<file path="src/rtl/tune_sequencer_if.sv">
// Control and tone-output bundle between a tune sequencer and its controller.
interface tune_sequencer_if;
    logic        start;
    logic        stop;
    logic        loop_en;
    logic [15:0] tempo;
    logic [11:0] divider;
    logic        gate;
    logic        busy;
    logic [3:0]  note_idx;
    logic        done;

    modport master (
        output start, stop, loop_en, tempo,
        input  divider, gate, busy, note_idx, done
    );

    modport slave (
        input  start, stop, loop_en, tempo,
        output divider, gate, busy, note_idx, done
    );
endinterface

</file>
<file path="src/rtl/tune_sequencer.sv">
// Tune sequencer: plays a fixed 16-entry note ROM as tone divider + gate.
//
// state | meaning
// ------+---------------------------------------------------------------
// IDLE  | waiting for start; gate low, busy low
// LOAD  | one cycle: fetch ROM entry at note_idx, end-marker / loop decision
// PLAY  | sounding (or resting) the loaded entry for dur ticks
module tune_sequencer (
    input  logic            clk,
    input  logic            rst,
    tune_sequencer_if.slave bus
);

    typedef enum logic [1:0] {
        IDLE = 2'd0,
        LOAD = 2'd1,
        PLAY = 2'd2
    } state_t;

    state_t      state;
    state_t      state_nxt;

    logic [3:0]  note_idx_q;
    logic [11:0] divider_q;
    logic        done_q;
    logic [3:0]  remaining_q;
    logic [15:0] tick_cnt_q;
    logic [15:0] tempo_q;
    logic        rest_q;
    logic [3:0]  dur_q;

    logic [16:0] rom_entry;
    logic        rom_rest;
    logic [3:0]  rom_dur;
    logic [11:0] rom_div;
    logic        tick;
    logic        last_tick;
    logic        loop_restart;

    // Note ROM, entry = {rest, dur, div}; dur == 0 marks end of tune.
    always_comb begin
        rom_entry = 17'd0;
        case (note_idx_q)
            4'd0:    rom_entry = {1'b0, 4'd2, 12'd745};
            4'd1:    rom_entry = {1'b0, 4'd2, 12'd664};
            4'd2:    rom_entry = {1'b0, 4'd2, 12'd591};
            4'd3:    rom_entry = {1'b1, 4'd1, 12'd0};
            4'd4:    rom_entry = {1'b0, 4'd3, 12'd497};
            4'd5:    rom_entry = {1'b0, 4'd1, 12'd591};
            4'd6:    rom_entry = {1'b0, 4'd4, 12'd745};
            default: rom_entry = 17'd0;
        endcase
    end

    assign rom_rest     = rom_entry[16];
    assign rom_dur      = rom_entry[15:12];
    assign rom_div      = rom_entry[11:0];
    assign tick         = (state == PLAY) && (tick_cnt_q == tempo_q);
    assign last_tick    = tick && (remaining_q == 4'd1);
    assign loop_restart = bus.loop_en && (note_idx_q != 4'd0);

    // Next-state decode; stop overrides everything, start only counts in IDLE.
    always_comb begin
        state_nxt = state;
        if (bus.stop) begin
            state_nxt = IDLE;
        end else begin
            case (state)
                IDLE: if (bus.start) state_nxt = LOAD;
                LOAD: begin
                    if (rom_dur != 4'd0)  state_nxt = PLAY;
                    else if (loop_restart) state_nxt = LOAD;
                    else                   state_nxt = IDLE;
                end
                PLAY: if (last_tick) state_nxt = LOAD;
                default: state_nxt = IDLE;
            endcase
        end
    end

    // State register.
    always_ff @(posedge clk) begin
        if (rst) state <= IDLE;
        else     state <= state_nxt;
    end

    // Datapath: note index, tone divider, tick timing and done pulse.
    always_ff @(posedge clk) begin
        if (rst) begin
            note_idx_q  <= 4'd0;
            divider_q   <= 12'd0;
            done_q      <= 1'b0;
            remaining_q <= 4'd0;
            tick_cnt_q  <= 16'd0;
            tempo_q     <= 16'd0;
            rest_q      <= 1'b0;
            dur_q       <= 4'd0;
        end else begin
            done_q <= 1'b0;
            if (bus.stop) begin
                note_idx_q <= 4'd0;
                tick_cnt_q <= 16'd0;
            end else begin
                case (state)
                    IDLE: begin
                        if (bus.start) begin
                            tempo_q    <= bus.tempo;
                            note_idx_q <= 4'd0;
                        end
                    end
                    LOAD: begin
                        if (rom_dur != 4'd0) begin
                            // A rest keeps the previous pitch so the tone generator never glitches.
                            if (!rom_rest) divider_q <= rom_div;
                            remaining_q <= rom_dur;
                            tick_cnt_q  <= 16'd0;
                            rest_q      <= rom_rest;
                            dur_q       <= rom_dur;
                        end else if (loop_restart) begin
                            note_idx_q <= 4'd0;
                        end else begin
                            done_q <= 1'b1;
                        end
                    end
                    PLAY: begin
                        if (tick) begin
                            tick_cnt_q <= 16'd0;
                            if (remaining_q == 4'd1) note_idx_q  <= note_idx_q + 4'd1;
                            else                     remaining_q <= remaining_q - 4'd1;
                        end else begin
                            tick_cnt_q <= tick_cnt_q + 16'd1;
                        end
                    end
                    default: ;
                endcase
            end
        end
    end

    // Gate drops on the last tick of multi-tick notes to separate repeated pitches.
    assign bus.gate     = (state == PLAY) && !rest_q &&
                          !((remaining_q == 4'd1) && (dur_q >= 4'd2));
    assign bus.busy     = (state != IDLE);
    assign bus.divider  = divider_q;
    assign bus.note_idx = note_idx_q;
    assign bus.done     = done_q;

endmodule
</file>
<file path="src/flat_wrapper.sv">
// flat-port wrapper written by rule: the top's interface ports become plain ports
module tune_sequencer_flat 
  (clk, rst, bus_start, bus_stop, bus_loop_en, bus_tempo, bus_divider, bus_gate, bus_busy, bus_note_idx, bus_done);
  tune_sequencer_if bus_i ();
  input  logic clk;
  input  logic rst;
  input wire logic [$bits(bus_i.start)-1:0] bus_start;
  input wire logic [$bits(bus_i.stop)-1:0] bus_stop;
  input wire logic [$bits(bus_i.loop_en)-1:0] bus_loop_en;
  input wire logic [$bits(bus_i.tempo)-1:0] bus_tempo;
  output wire logic [$bits(bus_i.divider)-1:0] bus_divider;
  output wire logic [$bits(bus_i.gate)-1:0] bus_gate;
  output wire logic [$bits(bus_i.busy)-1:0] bus_busy;
  output wire logic [$bits(bus_i.note_idx)-1:0] bus_note_idx;
  output wire logic [$bits(bus_i.done)-1:0] bus_done;
  assign bus_i.start = bus_start;
  assign bus_i.stop = bus_stop;
  assign bus_i.loop_en = bus_loop_en;
  assign bus_i.tempo = bus_tempo;
  assign bus_divider = bus_i.divider;
  assign bus_gate = bus_i.gate;
  assign bus_busy = bus_i.busy;
  assign bus_note_idx = bus_i.note_idx;
  assign bus_done = bus_i.done;
  tune_sequencer u_core (.clk(clk), .rst(rst), .bus(bus_i));
endmodule
</file>
<file path="config.mk">
export PLATFORM = sky130hd
export DESIGN_NAME = tune_sequencer_flat
export DESIGN_NICKNAME = d
export VERILOG_FILES = /design/src/rtl/tune_sequencer_if.sv /design/src/rtl/tune_sequencer.sv /design/src/flat_wrapper.sv
export SDC_FILE = /design/constraint.sdc
export NUM_CORES = 1
export LEC_CHECK = 0
export CAP_MARGIN = 15
export CORE_MARGIN = 3
export CORE_UTILIZATION = 35
export DETAILED_ROUTE_END_ITERATION = 6
export PLACE_DENSITY = 0.56
export SETUP_SLACK_MARGIN = 0.05
export SLEW_MARGIN = 20
export SYNTH_ARGS = -nofsm -noshare
export SYNTH_HDL_FRONTEND = slang
export SYNTH_SLANG_ARGS = --single-unit
</file>
<file path="constraint.sdc">
create_clock -name clk -period 7.15 [get_ports clk]
set_clock_uncertainty 0.15 [all_clocks]
set_input_delay 2.145 -clock clk [delete_from_list [all_inputs] [get_ports clk]]
set_output_delay 2.145 -clock clk [all_outputs]
set_load 0.01 [all_outputs]
</file>
==> summary.txt, run 1 <==
Power
  • Sequential power share: roughly 54%
  • Peak VDD IR: between 0.00007 and 0.00008 V
  • Comb power frac: roughly 12%
  • Overall Power: around 0.57 mW
  • Pwr Density: 173 mW/mm²
  • Sw frac: 24.3%
  • Leak: 1.11 nW
  • Clock network power share: 34.9%
  • Net Sw Power: 0.139 mW
  • Cell Int Power: around 0.43 mW

Yosys
  • Post-synth top cells: 53 x dfxtp_1, 50 x nand2_1, 39 x nor2_1
  • Synthesized area: 0.00282 mm²
  • Synth area leader: dfxtp_1
  • Sequential area share after synthesis: 37.6%
  • Synth top area share: 37.6%
  • Cell with the most instances after synthesis: dfxtp_1
  • Mapped Avg Cell Area: 7.97 µm²
  • Synth top area cells: dfxtp_1 38%, nand2_1 6.7%, xnor2_1 6.2%, nor2_1 5.2%, ha_1 4.9%
  • Prevailing post-synth register cell: dfxtp_1
  • Number of flops mapped to enable cells by yosys: 0
  • Synth Warn #: 0
  • Synth cell types: 46
  • Async SR Flop Fraction: 0%
  • Mapped Cells: between 300 and 400
  • FF+latch count, synth: 53

STA
  • Post-layout min period: 4.45 ns
  • Fin Setup TNS: 0 ns
  • Worst Hold Slack: 0.323 ns
  • Final Setup Violations: 0
  • Normalized max-slew margin: 33.7%
  • Slew Limit Fails: 0
  • RSZ-0062 raised after global routing: no
  • Final hold vios: 0
  • Fmax: ~220 MHz
  • Final worst slack: 2.70 ns
  • Worst slew pin tran: 0.990 ns
  • Final worst-path cycle share: just over 60%

Floorplanning
  • Core ar.: 0.00777 mm²
  • Die Area: between 0.009 and 0.01 mm²
  • IO Count: 40
  • Horiz. Die Dim: 95.8 µm
  • Starting Density: around 36%
  • # rows: 32
  • Die Ht: 95.8 µm

Final layout
  • Ant diodes: 0
  • Design area: 0.00332 mm²
  • Non-filler cells in the finished layout: 477
  • Final net count: 407
  • Fillers: 815
  • Area growth syn-to-layout: 17.9%
  • Post-layout util: 42.8%
  • Share of cells above drive strength 1: 3.20%

Critical path
  • FF-to-FF setup slack: approximately 4.1 ns
  • Critical path fanouts, max: 19
  • R2r startpoint: u_core.bus.note_idx[1]
  • Cells along the critical path: inv_1, ha_1, and3b_1, clkdlybuf4s50_1
  • Critical path's slowest cell: ha_1
  • R2R depth: 8
  • CP Capture Type: output port
  • WP data required: 4.86 ns
  • CP Launch Type: flop
  • Arrival time at the worst endpoint: approximately 2.2 ns
  • R2R Path End: u_core.bus.note_idx[3]
  • Critical Path Max Stage Delay: 0.59 ns
  • Critical path class: flop to output port

Worst hold path
  • Worst hold stages: 2
  • Hold Path Class: flop to flop
  • Hold endpoint: u_core.tempo_q[8]
  • Hold path start: u_core.tempo_q[8]

Clocking
  • Number of buffers added for setup after CTS: 0
  • # hold bufs at CTS: 0
  • Worst-skew pair later-pin latency: 0.31 ns
  • Total CTS buffers: 5
  • CTS max path bufs: 2
  • H-tree levels: 2
  • Post_cts resized: 0
  • Root buffer cell: clkbuf_8
  • Clk pin slew, worst setup/hold paths: 0.09 ns
  • CTS Sinks: 53
  • CTS tree: yes

Placement
  • Placed Instances: 470
  • Dpl hpwl: 4720 µm
  • Placed Area: approximately 0.0032 mm²
  • IO Port Bufs: 37
  • Final GP Congestion: 0.812
  • Worst slack, placed: 2.62 ns

GRT
  • Vias in the first global route: 2218
  • Largest net degree at the start of global routing: 34
  • Initial antenna violation count: 0
  • GRT Overall Usage: 14.9%
  • GRT overflow: 0
  • First-pass GRT wire length: 10800 µm

Drt
  • Routed Antenna Nets: 0
  • Mean number of vias per cell: 4.99
  • Total iterations of the first detailed-routing run: 5
  • Drt drc: 0
  • Routed WL: 6390 µm
  • DR vias: 2380
  • Routed len/inst: roughly 13 µm
  • Drt first-iter violations: 104

Flow run
  • Maxcap violations: 0

Status
  • Status: complete, no violations
power groups by stage:
stage / Combinational (mW) / Clock, mW / Sequential (mW)
after floorplan: 0.0422 / 0 / 0.314
after detailed placement: 0.0669 / 0 / 0.314
after global placement: 0.0665 / 0 / 0.314
after global routing: 0.0741 / 0.217 / 0.308
after CTS: 0.0672 / 0.208 / 0.307
final: 0.0666 / 0.200 / 0.307
worst max-delay path, delay by kind of cell (launching register included):
| kind | cells | cell delay (ns) |
|---|---|---|
| flip-flops | 1 | 0.36 |
| adder cells (fa/ha/maj) | 1 | 0.59 |
| buffers and inverters | 2 | 0.62 |
| AND/OR/NAND/NOR | 1 | 0.28 |
registers in the layout, indices dropped and copies added (netlist names):
signal / count
u_core.bus.divider: 7
u_core.bus.done: 1
u_core.dur_q: 2
u_core.tick_cnt_q: 16
u_core.rest_q: 1
u_core.state: 2
u_core.bus.note_idx: 4
u_core.remaining_q: 4
u_core.tempo_q: 16
layer usage:
| layer | part of all wire [%] | wire length (µm) | vias to the layer above | global-route usage, % |
|---|---|---|---|---|
| li1 | - | - | 1253 | - |
| met1 | 52 | 3350 | 1087 | 22.2 |
| met2 | 42 | 2710 | 32 | 21.7 |
| met3 | 3.7 | 235 | 8 | 2.89 |
| met4 | 1.4 | 91 | 0 | 4.27 |
| met5 | 0 | 0 | - | 0 |
cell usage in the layout (no fill, tap or decap), drive strengths merged, types with 2 or more instances in the layout:
cell and n:
and2 2, buf 2, and3 3, and3b 2
or3 7, a31oi 3, nor3 8, and4 2
dfxtp 53, nand4 12, xor2 8, nand2b 5
conb 2, a21oi 23, nand3 15, ha 11
o211ai 3, nor4 2, o41ai 3, a211oi 5
nor2 39, o21ai 9, a311o 2, mux2i 10
clkdlybuf4s50 37, or2 2, or4 2, inv 14
clkbuf 5, xnor2 20, nand2 50
cells by family (layout without fill, tap and decap cells):
logic type	Yosys count	count (layout)	share of synthesized area, %
flip-flops	53	53	37.6
buffers and inverters	40	60	6.17
XOR/XNOR	28	28	8.70
adder cells (fa/ha/maj)	11	11	4.88
other	1	2	0.133
multiplexers	10	10	3.55
AND/OR/NAND/NOR	152	152	25.2
AO/OA/AOI/OAI	59	59	13.7
worst max-delay path by stage:
| stage | from | to | slack, ns | cells past startpoint |
|---|---|---|---|---|
| after floorplan | bus_loop_en | u_core.bus.note_idx[3] | 3.19 | 7 |
| after global placement | bus_loop_en | u_core.bus.note_idx[3] | 2.64 | 7 |
| after detailed placement | bus_loop_en | u_core.bus.note_idx[3] | 2.62 | 7 |
| after CTS | u_core.state[0] | bus_gate | 2.69 | 4 |
| after global routing | u_core.state[0] | bus_gate | 2.55 | 4 |
| final | u_core.state[0] | bus_gate | 2.70 | 4 |
cell type report:
cell class,instances,area (µm²),share of cell area [%]
multi-input cells,262,1590,47.9
flip-flops and latches,53,1060,31.9
repair buffers,39,385,11.6
well taps,102,128,3.84
clock buffers,5,68.8,2.07
inverters,14,52.6,1.58
clock inverters,2,35.0,1.05
Power figures use the tool's default switching activity.
==> run 2: changes to the inputs <==
--- a/config.mk
+++ b/config.mk
@@ -9,7 +9,7 @@
 export CORE_MARGIN = 3
 export CORE_UTILIZATION = 35
 export DETAILED_ROUTE_END_ITERATION = 6
-export PLACE_DENSITY = 0.56
+export PLACE_DENSITY = 0.58
 export SETUP_SLACK_MARGIN = 0.05
 export SLEW_MARGIN = 20
 export SYNTH_ARGS = -nofsm -noshare
==> constraint.sdc (replaced) <==
create_clock -name clk -period 3.6 [get_ports clk]
set_clock_uncertainty 0.15 [all_clocks]
set_input_delay 1.08 -clock clk [delete_from_list [all_inputs] [get_ports clk]]
set_output_delay 1.08 -clock clk [all_outputs]
set_load 0.01 [all_outputs]
==> summary.txt, run 2 (same netlist as run 1, synthesis figures left out) <==
Critical path
  • WP data required: 2.37 ns (-2.49 ns)
  • Arrival time at the worst endpoint: 1.96 ns (-0.19 ns)
  • R2R depth: 8 (unchanged)
  • Critical path fanouts, max: 3 (-16)
  • Critical path class: flop to output port
  • FF-to-FF setup slack: 0.66 ns (-3.47 ns)
  • R2R Path End: u_core.remaining_q[1]
  • CP Launch Type: flop
  • CP Capture Type: output port
  • R2r startpoint: u_core.bus.note_idx[1]

Final layout
  • Non-filler cells in the finished layout: 482 (+1.0%)
  • Final net count: 411 (+0.98%)
  • Register area: 0.00106 mm² (unchanged)
  • Ant diodes: 0 (unchanged)
  • Fillers: 796 (-2.3%)
  • Design area: 0.00337 mm² (+1.4%)
  • Share of cells above drive strength 1: 4.47% (+1.3 points)
  • Commonest non-fill, non-tap cell in the layout: dfxtp_1
  • Commonest non-fill, non-tap cells in the layout: 53 x dfxtp_1, 50 x nand2_1, 39 x nor2_1
  • Footprint of the multi-input gates: 0.00159 mm² (unchanged)
  • Area growth syn-to-layout: 19.5%

Status
  • Status: complete, no violations

Power
  • Comb power frac: 11.4% (-0.2 points)
  • Clock network power share: 36.8% (+1.9 points)
  • Cell Int Power: 0.889 mW (+100%)
  • Net Sw Power: 0.289 mW (+110%)
  • Peak VDD IR: 0.000135 V (+85%)
  • Sequential power share: 51.8% (-1.7 points)
  • Leak: 1.14 nW (+2.0%)
  • Sw frac: 24.5% (+0.22 points)
  • Pwr Density: 349 mW/mm² (+100%)

Floorplanning
  • Horiz. Die Dim: 95.8 µm (unchanged)
  • Starting Density: 36.3% (unchanged)
  • Die Area: 0.00917 mm² (unchanged)
  • Die Ht: 95.8 µm (unchanged)
  • # rows: 32 (unchanged)
  • Core ar.: 0.00777 mm² (unchanged)
  • IO Count: 40 (unchanged)

GRT
  • GRT overflow: 0 (unchanged)
  • GRT Overall Usage: 15.5% (+0.58 points)
  • Initial antenna violation count: 0 (unchanged)
  • Vias in the first global route: 2230 (+0.54%)
  • First-pass GRT wire length: 11200 µm (+3.0%)
  • Largest net degree at the start of global routing: 31 (-8.8%)

Placement
  • Final GP Congestion: 0.820 (+1.0%)
  • Dpl hpwl: 4880 µm (+3.3%)
  • Placed Area: 0.00325 mm² (+0.93%)
  • Placed Instances: 474 (+0.85%)
  • IO Port Bufs: 37 (unchanged)

Worst hold path
  • Hold Path Class: flop to flop
  • Hold path start: u_core.tempo_q[14]
  • Hold endpoint: u_core.tempo_q[14]
  • Worst hold stages: 2 (unchanged)

Clocking
  • Clk pin slew, worst setup/hold paths: 0.10 ns (about the same)
  • Worst-skew pair later-pin latency: 0.31 ns (about the same)
  • # hold bufs at CTS: 0 (unchanged)
  • Post_cts resized: 0 (unchanged)
  • CTS Sinks: 53 (unchanged)
  • CTS max path bufs: 2 (unchanged)
  • Root buffer cell: clkbuf_8
  • Number of buffers added for setup after CTS: 0 (unchanged)
  • H-tree levels: 2 (unchanged)
  • Total CTS buffers: 5 (unchanged)
  • CTS tree: yes

Drt
  • Total iterations of the first detailed-routing run: 4 (-1)
  • Routed WL: 6630 µm (+3.8%)
  • Routed len/inst: 13.8 µm (+2.7%)
  • Drt drc: 0 (unchanged)
  • Drt first-iter violations: 111 (+6.7%)
  • Mean number of vias per cell: 5.00 (+0.29%)
  • Routed Antenna Nets: 0 (unchanged)
  • DR vias: 2412 (+1.3%)

STA
  • Fmax: 314 MHz
  • Final Setup Violations: 0 (unchanged)
  • RSZ-0062 raised after global routing: no
  • Worst slew pin tran: 0.646 ns (-0.344 ns)
  • Slew Limit Fails: 0 (unchanged)
  • Normalized max-slew margin: 56.4% (+23 points)
  • Final worst-path cycle share: 88.6%
  • Post-layout min period: 3.19 ns
  • Final hold vios: 0 (unchanged)
  • Fin Setup TNS: 0 ns (unchanged)

Flow run
  • Maxcap violations: 0 (unchanged)
[run 2: cell types whose count changed in the layout (fill, tap and decap cells not counted)]
cell and delta:
clkinvlp_4 +1, buf_4 +4, clkbuf_8 +1, clkinv_2 -1
[run 2: worst max-delay path, cell delays in order (launching register included)]
cell and delay (ns):
dfxtp_1 0.36, inv_1 0.08, ha_1 0.19, and3_1 0.22
o21ai_0 0.08, and3b_1 0.18, clkdlybuf4s50_1 0.53
[run 2: metal layers]
| layer | up-vias | track usage [%] | share of wire, % |
|---|---|---|---|
| li1 | 1254 | - | - |
| met4 | 0 | 4.38 | 0.92 |
| met5 | - | 0 | 0 |
| met2 | 41 | 23.2 | 43 |
| met1 | 1110 | 22.8 | 53 |
| met3 | 7 | 2.50 | 3.2 |
[run 2: power by group through the flow]
stage | Clock (mW) | Sequential [mW] | Combinational, mW
after floorplan | 0 | 0.623 | 0.0837
after global placement | 0 | 0.624 | 0.134
after detailed placement | 0 | 0.624 | 0.136
after CTS | 0.444 | 0.611 | 0.136
after global routing | 0.465 | 0.613 | 0.151
final | 0.433 | 0.610 | 0.135
[run 2: cell type report]
cell class | instances | area share (%)
Clock buffer | 6 | 2.45
Clock inverter | 2 | 1.11
Inverter | 14 | 1.56
Multi-Input combinational cell | 262 | 47.3
Sequential cell | 53 | 31.5
Tap cell | 102 | 3.79
Timing Repair Buffer | 43 | 12.3
[run 2: how the worst max path moves through the flow]
stage	startpoint	end	cells past startpoint
after global placement	bus_loop_en	u_core.bus.note_idx[3]	7
after global routing	u_core.remaining_q[1]	bus_gate	6
after detailed placement	bus_loop_en	u_core.bus.note_idx[3]	7
final	u_core.remaining_q[1]	bus_gate	6
after floorplan	bus_loop_en	u_core.bus.note_idx[3]	7
after CTS	u_core.remaining_q[1]	bus_gate	6
[run 2: per-stage QoR]
step           total power [mW]  util (%)  hold WS (ns)  setup slack (ns)
2_1_floorplan             0.706         -         0.299             0.707
6_report                   1.18      43.4         0.322             0.411
4_1_cts                    1.19      43.4         0.326             0.387
5_1_grt                    1.23      43.4         0.342             0.275
3_5_place_dp              0.760      41.8         0.312             0.256
3_3_place_gp              0.758      41.8         0.308             0.265
